## config.mk

```make
export PLATFORM = sky130hd
export DESIGN_NAME = instr_fetch
export DESIGN_NICKNAME = d
export VERILOG_FILES = /design/src/rtl/instr_fetch.sv
export SDC_FILE = /design/constraint.sdc
export NUM_CORES = 1
export LEC_CHECK = 0
export CORE_ASPECT_RATIO = 0.75
export CORE_MARGIN = 5
export CORE_UTILIZATION = 47
export CTS_BUF_LIST = sky130_fd_sc_hd__clkbuf_8 sky130_fd_sc_hd__clkbuf_16
export CTS_CLUSTER_SIZE = 12
export DETAILED_ROUTE_END_ITERATION = 10
export HOLD_SLACK_MARGIN = 0.1
export PLACE_DENSITY_LB_ADDON = 0.3
export SLEW_MARGIN = 25
export SYNTH_ARGS = -nofsm -noshare
export SYNTH_HDL_FRONTEND = slang
export SYNTH_SLANG_ARGS = --single-unit
```

## constraint.sdc

```tcl
create_clock -name clk_i -period 3.5 [get_ports clk_i]
set_input_delay 0.875 -clock clk_i [delete_from_list [all_inputs] [get_ports clk_i]]
set_output_delay 0.875 -clock clk_i [all_outputs]
set_load 0.05 [all_outputs]
```

## src/rtl/instr_fetch.sv

```systemverilog
// Instruction fetch initiator: sequential PC generation, redirects, and a
// 1-entry hold register behind a valid/ready handshake to decode.
// Optional performance counters are enabled by defining FETCH_PERF_CNT_EN.
module instr_fetch #(
  parameter int unsigned               ADDR_WIDTH = 32,
  parameter logic [ADDR_WIDTH-1:0]     BOOT_ADDR  = '0
) (
  input  logic                  clk_i,
  input  logic                  rst_ni,
  output logic                  instr_en_o,
  output logic [ADDR_WIDTH-1:0] instr_addr_o,
  input  logic [31:0]           instr_rdata_i,
  input  logic                  redirect_i,
  input  logic [ADDR_WIDTH-1:0] redirect_addr_i,
  output logic                  instr_valid_o,
  input  logic                  instr_ready_i,
  output logic [31:0]           instr_o,
  output logic [ADDR_WIDTH-1:0] instr_pc_o,
  output logic [31:0]           fetch_cnt_o,
  output logic [31:0]           stall_cnt_o
);

  typedef enum logic {
    BOOT,
    RUN
  } state_e;

  localparam logic [ADDR_WIDTH-1:0] BOOT_PC = {BOOT_ADDR[ADDR_WIDTH-1:2], 2'b00};

  state_e                state_q, state_d;
  logic [ADDR_WIDTH-1:0] pc_q, pc_d;
  logic                  req_q, req_d;
  logic [ADDR_WIDTH-1:0] req_pc_q, req_pc_d;
  logic                  hold_valid_q, hold_valid_d;
  logic [31:0]           hold_instr_q, hold_instr_d;
  logic [ADDR_WIDTH-1:0] hold_pc_q, hold_pc_d;

  logic                  transfer;
  logic                  unused_addr_lsbs;

  assign unused_addr_lsbs = ^redirect_addr_i[1:0];

  always_comb begin
    // NOTE: every combinational output gets a default first so no path infers a latch.
    state_d      = state_q;
    pc_d         = pc_q;
    req_d        = 1'b0;
    req_pc_d     = req_pc_q;
    hold_valid_d = hold_valid_q;
    hold_instr_d = hold_instr_q;
    hold_pc_d    = hold_pc_q;

    unique case (state_q)
      BOOT:    state_d = RUN;
      RUN:     state_d = RUN;
      default: state_d = BOOT;
    endcase

    // A redirect kills whatever would have been presented this cycle.
    instr_valid_o = ~redirect_i & (hold_valid_q | req_q);
    transfer      = instr_valid_o & instr_ready_i;
    instr_en_o    = (state_q == RUN) & (redirect_i | ~instr_valid_o | instr_ready_i);
    instr_addr_o  = redirect_i ? {redirect_addr_i[ADDR_WIDTH-1:2], 2'b00} : pc_q;

    // Outside an active response the raw memory bus is masked to keep instr_o quiet.
    instr_o    = hold_valid_q ? hold_instr_q : (req_q ? instr_rdata_i : 32'd0);
    instr_pc_o = hold_valid_q ? hold_pc_q : req_pc_q;

    if (instr_en_o) begin
      req_d    = 1'b1;
      req_pc_d = instr_addr_o;
      pc_d     = instr_addr_o + ADDR_WIDTH'(4);
    end

    if (redirect_i) begin
      hold_valid_d = 1'b0;
    end else if (transfer) begin
      hold_valid_d = 1'b0;
    end else if (req_q && !instr_ready_i && !hold_valid_q) begin
      // Memory data is only valid this cycle, so park it until decode accepts.
      hold_valid_d = 1'b1;
      hold_instr_d = instr_rdata_i;
      hold_pc_d    = req_pc_q;
    end
  end

  always_ff @(posedge clk_i or negedge rst_ni) begin
    if (!rst_ni) begin
      // NOTE: the hold data register is reset too, so instr_o is defined out of reset.
      state_q      <= BOOT;
      pc_q         <= BOOT_PC;
      req_q        <= 1'b0;
      req_pc_q     <= '0;
      hold_valid_q <= 1'b0;
      hold_instr_q <= '0;
      hold_pc_q    <= '0;
    end else begin
      // NOTE: non-blocking assignments so every flop samples pre-edge values.
      state_q      <= state_d;
      pc_q         <= pc_d;
      req_q        <= req_d;
      req_pc_q     <= req_pc_d;
      hold_valid_q <= hold_valid_d;
      hold_instr_q <= hold_instr_d;
      hold_pc_q    <= hold_pc_d;
    end
  end

`ifdef FETCH_PERF_CNT_EN
  logic [31:0] fetch_cnt_q;
  logic [31:0] stall_cnt_q;

  always_ff @(posedge clk_i or negedge rst_ni) begin
    if (!rst_ni) begin
      fetch_cnt_q <= '0;
      stall_cnt_q <= '0;
    end else begin
      if (transfer) begin
        fetch_cnt_q <= fetch_cnt_q + 32'd1;
      end
      if (instr_valid_o && !instr_ready_i) begin
        stall_cnt_q <= stall_cnt_q + 32'd1;
      end
    end
  end

  assign fetch_cnt_o = fetch_cnt_q;
  assign stall_cnt_o = stall_cnt_q;
`else
  assign fetch_cnt_o = 32'd0;
  assign stall_cnt_o = 32'd0;
`endif

endmodule

```

==> flow_summary.yaml, run 1 <==
clock_tree:
  clock_path_buffers: 2
  path_clk_slew_ps: 50
  htree_levels: 4
  cts.sinks: 129
  cts_tree: "built"
  cts_buffers: 17
  cts_setup_buffers: 0
  cts_root_buf: "clkbuf_16"
  hold_buffers: 0
  clk_latency_ps: 410
  cts-resized-gates: 0
timing:
  finalClockSkew_ps: 6.058
  max_slew_margin_pct: 55.58
  setup-tns-final_ps: 0
  final-max-slew-violation-count: 0
  finalHoldViolations: 0
  min_period_over_period_pct: 93.51
  worstMarginPinSlew_ps: 647.7
  max_freq_mhz: 305.6
  rsz0062_at_grt: "false"
  setup_viol_count_final: 0
  finalCriticalPeriod_ps: 3273
power_and_ir_drop:
  p_per_area_nw_per_um2: 583.6
  leakage_uw: 0.004324
  irDropWorstVdd_uv: 353.3
detailed_routing:
  detail-route-antenna-nets: 0
  drt_wl_total_mm: 18.55
  drc_errors: 0
  vias: 5526
  drtIter0Drc: 458
  viasPerCell: 5.283
  drt_first_pass_iters: 8
  routedWlPerCell_um: 17.73
placed_design:
  place_inst: 1015
  portBuffers: 163
  gp_congestion: 0.8093
  hpwl_mm: 13.40
floorplan:
  ioPinCount: 230
  core_sq_um: 15080
  initial_core_util_pct: 47.37
  die_height_um: 116.8
  dieArea_sq_um: 17790
  die_w_um: 152.3
  rows: 39
synth:
  syn_area_sq_um: 7142
  synth_cell_types: 53
  synth_async_sr_flop_share_pct: 100.0
  ys.flop_type: "dfrtp_1"
  ys_seq_area_share_pct: 45.20
  synth_edf_count: 0
  yosys_warnings: 0
  synth_seq_cells: 129
  syn_avg_cell_area_sq_um: 10.68
  netlist_instances: 669
critical_path:
  path_class: "input pin to output port"
  cp_slowest_cell: "mux2i_1"
  end_kind: "output port"
  path_cells: "buf_2, buf_12, mux2i_1, inv_1, buf_4"
  startpoint_type: "input pin"
  crit_fanout: 31
  worstPathRequired_ps: 2620
  slowest_delay_ps: 470
  crit_arrival_ps: 2400
grt:
  grt_use_total_pct: 20.56
  grt_pass1_vias: 5584
  antenna_found_initial: 0
  grt_pass1_wl_mm: 29.21
  overflow: 0
  grt_max_degree: 112
status:
  status: "finished clean"
finish:
  drive_gt1_share_pct: 26.63
  final_util_pct: 62.72
  nets: 899
  syn2layout_area_growth_pct: 32.41
  stdcell_count: 1046
  diodes: 0
min_path:
  hold_path_class: "input pin to async pin"
job:
  cap_violations: 0
==> cell families (layout without fill, tap and decap cells) <==
family	after synthesis	count (layout)	share of synthesized area, %
adders and majority gates	1	1	0.1752
DFF	129	129	45.20
muxes	125	125	19.31
other	2	65	0.1052
xor gates and xnor gates	13	13	1.594
and+or+nand+nor	143	143	10.02
buffers and inverters	135	244	11.35
AOI/OAI and AO/OA	121	121	12.25
==> cells in the mapped netlist (all sizes together) (3+ instances only) <==
cell type	instances	area, sq um
nor4	8	50.05
nor3	6	30.03
nand2	72	270.3
and2	4	25.02
o21a	4	30.03
o31a	7	61.31
a31oi	3	18.77
inv	28	105.1
clkbuf	22	82.58
a22o	34	297.8
o21ai	46	230.2
nand4b	5	50.04
mux2	99	1115
nor2	13	48.80
buf	84	619.4
nand3	11	55.05
nand4	10	81.33
o31ai	13	97.59
dfrtp	129	3228
nor2b	4	25.02
xnor2	12	105.1
mux2i	26	264.0
==> cell usage in the layout, fill, tap and decap left out, drive strengths merged, types with 2 or more instances in the layout <==
cell           instances
clkdlybuf4s50         98
o21a                   4
nand2                 72
nor4                   8
a211oi                 2
a22o                  34
nand3b                 2
conb                  65
clkinv                 5
a31oi                  3
nand4b                 5
and2                   4
o31a                   7
buf                   87
mux2                  99
xnor2                 12
o31ai                 13
dfrtp                129
o21ai                 46
a21boi                 2
nor2                  13
nor3                   6
nand3                 11
mux2i                 26
inv                   32
nand4                 10
nor2b                  4
clkbuf                20
nand2b                 2
a21oi                  2
==> layout make-up <==
| class | instances | area [sq um] |
|---|---|---|
| sequential | 129 | 3229 |
| inverter | 29 | 108.9 |
| timing repair buffer | 185 | 1961 |
| multi-input combinational | 468 | 3362 |
| clock inverter | 10 | 72.57 |
| tap | 205 | 256.5 |
| clock buffer | 20 | 466.7 |
| fill | 1168 | 5622 |
==> flip-flops by register name, summed over array words and instances, names as in the netlist <==
register	count
hold_valid_q	1
hold_instr_q	32
req_q	1
state_q	1
hold_pc_q	32
pc_q	32
req_pc_q	30
==> path summary, 6_finish.rpt <==
| check | startpoint | to | slack, ps | cells past startpoint |
|---|---|---|---|---|
| setup / recovery | redirect_i | instr_addr_o[5] | 230 | 5 |
| hold / removal | rst_ni | req_pc_q[5]$_DFFE_PN0P_ | 470 | 1 |
| setup reg to reg | hold_valid_q$_DFFE_PN0P_ | hold_instr_q[25]$_DFFE_PN0P_ | 900 | 6 |
| hold reg to reg | req_pc_q[9]$_DFFE_PN0P_ | req_pc_q[9]$_DFFE_PN0P_ | 490 | 2 |
| max in group asynchronous | rst_ni | req_pc_q[23]$_DFFE_PN0P_ | 2270 | 2 |
| min in group clk_i | req_pc_q[9]$_DFFE_PN0P_ | req_pc_q[9]$_DFFE_PN0P_ | 490 | 2 |
==> per-stage QoR <==
step	area [sq um]	hold WS [ps]	setup WS [ps]	total power [uW]
after detailed placement	8897	475.0	91.92	3920
after global placement	8897	460.0	220.1	3854
final	9457	465.3	227.3	5519
after CTS	9437	476.6	226.5	5552
after floorplan	7386	447.8	74.50	3346
after global routing	9457	494.6	152.8	5773
==> power breakdown <==
| group | internal, uW | leakage, uW | switching [uW] |
|---|---|---|---|
| combinational | 723 | 0.00245 | 1160 |
| clock | 1010 | 0.000282 | 612 |
| sequential | 1810 | 0.00159 | 203 |
==> critical path, delay by kind of cell <==
family / cells / cell delay [ps]
buf+inv: 4 / 1040
mux: 1 / 470
==> routing by layer <==
layer | vias up | GRT usage (%) | part of all wire (%)
met1 | 2720 | 27.72 | 44
met4 | 0 | 6.168 | 1.5
met3 | 20 | 5.074 | 6.4
met5 | - | 0 | 0
met2 | 225 | 33.34 | 48
li1 | 2561 | - | -
(Power assumes the default switching activity.)
==> inputs of run 2 (changes only) <==
- CORE_ASPECT_RATIO: 0.75 -> 1.1
- CORE_MARGIN: 5 -> 2
==> flow_summary.yaml, run 2 (synthesized netlist as in run 1, its figures left out) <==
detailed_routing:
  detail-route-antenna-nets: 0
  viasPerCell: 5.238
  drt_wl_total_mm: 17.01
  routedWlPerCell_um: 16.20
  drt_first_pass_iters: 4
  drtIter0Drc: 391
  vias: 5500
  drc_errors: 0
clock_tree:
  path_clk_slew_ps: 60
  cts-resized-gates: 0
  cts_tree: "built"
  hold_buffers: 0
  cts_setup_buffers: 0
  cts_buffers: 17
  cts.sinks: 129
  clk_latency_ps: 420
  cts_root_buf: "clkbuf_16"
  clock_path_buffers: 2
  htree_levels: 4
finish:
  drive_gt1_share_pct: 28.57
  fillers: 1224
  final_area_sq_um: 9251
  final_common_cell: "dfrtp_1"
  nets: 910
  syn2layout_area_growth_pct: 29.54
  multiInputGateArea_sq_um: 3362
  top_regs: "hold_instr_q (32), hold_pc_q (32), pc_q (32)"
  final_cell_mix: "dfrtp_1, buf_4, mux2_2, clkdlybuf4s50_1, nand2_1"
  final_util_pct: 61.94
  diodes: 0
  area.sequential_sq_um: 3229
timing:
  setup_viol_count_final: 0
  whs_ps: 479.5
  min_period_over_period_pct: 96.07
  finalCriticalPeriod_ps: 3362
  rsz0062_at_grt: "false"
  final-max-slew-violation-count: 0
  worstMarginPinSlew_ps: 986.3
  finalHoldViolations: 0
  max_freq_mhz: 297.4
  max_slew_margin_pct: 34.24
  final.setup.worst_slack_ps: 137.5
  setup-tns-final_ps: 0
  finalClockSkew_ps: 10.72
floorplan:
  die_height_um: 133.3
  die_w_um: 121.5
  dieArea_sq_um: 16200
  core_sq_um: 14940
  ioPinCount: 230
  rows: 47
  initial_core_util_pct: 47.81
grt:
  grt_max_degree: 112
  grt_pass1_vias: 5415
  antenna_found_initial: 0
  grt_pass1_wl_mm: 27.01
  overflow: 0
  grt_use_total_pct: 21.27
power_and_ir_drop:
  leakage_uw: 0.004285
  p_per_area_nw_per_um2: 599.9
  irDropWorstVdd_uv: 295.0
job:
  cap_violations: 0
min_path:
  hold_path_class: "flip-flop to flip-flop"
placed_design:
  place_area_sq_um: 8668
  place_ws_ps: 230.9
  hpwl_mm: 12.24
  portBuffers: 163
  gp_congestion: 0.9370
critical_path:
  crit_fanout: 34
  crit_arrival_ps: 2490
  r2r_setup_slack_ps: 610
  startpoint_type: "flip-flop"
  path_class: "flip-flop to output port"
  worstPathRequired_ps: 2620
  end_kind: "output port"
status:
  status: "finished clean"
-- run 2: final cells by class --
class	instances	area share (%)
clock buffer	18	4.747
multi-input combinational	468	36.34
tap	196	2.651
sequential	129	34.91
inverter	29	1.177
clock inverter	14	1.528
timing repair buffer	196	18.65
-- run 2: metrics by stage --
step | cells | power (uW)
after CTS | 1050 | 5591
after global placement | 1018 | 3795
final | 1050 | 5550
after detailed placement | 1018 | 3860
after floorplan | 732 | 3346
after global routing | 1050 | 5802
-- run 2: report_power, final --
part | internal (uW) | switching [uW] | total [uW]
clock | 1060 | 656 | 1720
combinational | 677 | 1140 | 1820
sequential | 1810 | 203 | 2010
total | 3550 | 2000 | 5550
-- run 2: worst max-delay path, stage by stage, from the launching register on --
cell	delay [ps]
dfrtp_2	890
mux2_2	420
clkdlybuf4s50_1	750
-- run 2: path summary, 6_finish.rpt --
| kind | start | endpoint | cells after the start |
|---|---|---|---|
| worst min register to register | pc_q[27]$_DFFE_PN0P_ | pc_q[27]$_DFFE_PN0P_ | 2 |
| worst min-delay path | pc_q[27]$_DFFE_PN0P_ | pc_q[27]$_DFFE_PN0P_ | 2 |
| worst max register to register | hold_valid_q$_DFFE_PN0P_ | pc_q[15]$_DFFE_PN0P_ | 6 |
| worst max-delay path | hold_valid_q$_DFFE_PN0P_ | instr_pc_o[29] | 2 |
| max in group asynchronous | rst_ni | pc_q[21]$_DFFE_PN0P_ | 2 |
| min in group asynchronous | rst_ni | hold_instr_q[24]$_DFFE_PN0P_ | 1 |
-- run 2: metal layers --
layer / track usage, % / wire, um / share of wire, %
met5: 0 / 0 / 0
met4: 7.280 / 298 / 1.8
met3: 5.051 / 1059 / 6.2
met2: 35.99 / 8449 / 50
met1: 26.70 / 7199 / 42
==> inputs of run 3 (changes only) <==
- clock period: 3.5 -> 3.48 ns (I/O delays scaled with it)
==> flow_summary.yaml, run 3 (synthesized netlist as in run 1, its figures left out) <==
status:
  status: "finished clean"
grt:
  grt-busiest-layer: "met2"
  grt_max_degree: 112
  grt_use_total_pct: 21.46
  grt_util_met3_pct: 4.067
  antenna_found_initial: 0
  overflow: 0
  grt_util_met1_pct: 26.40
  use_met2_pct: 36.83
  grt_pass1_vias: 5432
  grt_pass1_wl_mm: 27.25
power_and_ir_drop:
  irDropWorstVdd_uv: 320.8
  power_uw: 5741
  p_per_area_nw_per_um2: 616.9
  leakage_uw: 0.004310
finish:
  final_cell_mix: "dfrtp_1, mux2_2, clkdlybuf4s50_1, buf_4, nand2_1"
  top_regs: "hold_instr_q (32), hold_pc_q (32), pc_q (32)"
  diodes: 0
  syn2layout_area_growth_pct: 30.33
  drive_gt1_share_pct: 28.29
  nets: 908
  final_common_cell: "dfrtp_1"
floorplan:
  core_sq_um: 14940
  ioPinCount: 230
  die_height_um: 133.3
  die_w_um: 121.5
  rows: 47
  dieArea_sq_um: 16200
  initial_core_util_pct: 47.81
timing:
  finalClockSkew_ps: 7.690
  final.setup.worst_slack_ps: 215.0
  max_freq_mhz: 306.3
  finalCriticalPeriod_ps: 3265
  max_slew_margin_pct: 34.69
  min_period_over_period_pct: 93.82
  setup_viol_count_final: 0
  finalHoldViolations: 0
  setup-tns-final_ps: 0
  rsz0062_at_grt: "false"
  final-max-slew-violation-count: 0
  worstMarginPinSlew_ps: 979.6
critical_path:
  end_kind: "output port"
  worstPathRequired_ps: 2610
  crit_arrival_ps: 2390
  path_class: "flip-flop to output port"
  crit_fanout: 22
  startpoint_type: "flip-flop"
clock_tree:
  path_clk_slew_ps: 60
  cts_buffers: 17
  clk_latency_ps: 420
  cts.sinks: 129
  clock_path_buffers: 2
  cts_setup_buffers: 0
  cts_tree: "built"
  htree_levels: 4
  cts_root_buf: "clkbuf_16"
detailed_routing:
  drt_wl_total_mm: 17.19
  routedWlPerCell_um: 16.40
  drtIter0Drc: 255
  vias: 5547
  drt_first_pass_iters: 4
  viasPerCell: 5.293
  detail-route-antenna-nets: 0
  drc_errors: 0
job:
  cap_violations: 0
placed_design:
  hpwl_mm: 12.34
  gp_congestion: 0.9261
  place_ws_ps: 247.7
  portBuffers: 163
min_path:
  hold_path_class: "input pin to async pin"
## run 3: changes by cell type in the layout (fill, tap and decap cells not counted), sizes merged
cell,previous run,this run
bufinv,2,4
inv,28,31
clkinv,9,5
clkinvlp,4,3
buf,100,99
clkbuf,19,18
## run 3: worst paths after layout
path | from | endpoint | slack (ps) | cells past startpoint
max in group asynchronous | rst_ni | hold_pc_q[7]$_DFFE_PN0P_ | 2270 | 2
worst max-delay path | hold_valid_q$_DFFE_PN0P_ | instr_pc_o[11] | 220 | 3
min in group clk_i | pc_q[30]$_DFFE_PN0P_ | pc_q[30]$_DFFE_PN0P_ | 500 | 2
worst min-delay path | rst_ni | hold_instr_q[16]$_DFFE_PN0P_ | 490 | 1
worst min register to register | pc_q[30]$_DFFE_PN0P_ | pc_q[30]$_DFFE_PN0P_ | 500 | 2
worst max register to register | hold_valid_q$_DFFE_PN0P_ | hold_pc_q[13]$_DFFE_PN0P_ | 870 | 6
## run 3: timing repair
action	in CTS	in global routing
setup endpoints to repair	0	1
resized for setup	0	1
hold buffers	0	0
## run 3: metrics by stage
stage,utilization (%),cell area [sq um],std cells,hold slack [ps]
floorplan,-,7386,732,447.8
global placement,58.10,8678,1016,463.5
detailed placement,58.10,8678,1016,473.3
CTS,62.30,9305,1048,485.8
global route,62.31,9308,1048,519.0
finish,62.31,9308,1048,492.6
## run 3: layer usage
layer | wire length (um) | vias up
met1 | 7199 | 2734
met3 | 982 | 24
met2 | 8671 | 214
met4 | 337 | 0
li1 | - | 2575
met5 | 0 | -
## run 3: cell type report
class | instances | area, sq um
timing repair buffer | 194 | 1733
clock buffer | 18 | 439.2
sequential | 129 | 3232
tap | 196 | 245.2
fill | 1233 | 5629
inverter | 29 | 108.9
clock inverter | 14 | 187.7
multi-input combinational | 468 | 3362
## run 3: critical path: stages, from the launching register on
cell and delay (ps):
dfrtp_4 630, buf_4 270, mux2_2 360, clkdlybuf4s50_1 710
## run 3: power breakdown
group / switching [uW] / internal (uW) / total, uW
combinational: 1150 / 681 / 1840
clock: 671 / 1210 / 1890
sequential: 200 / 1820 / 2020
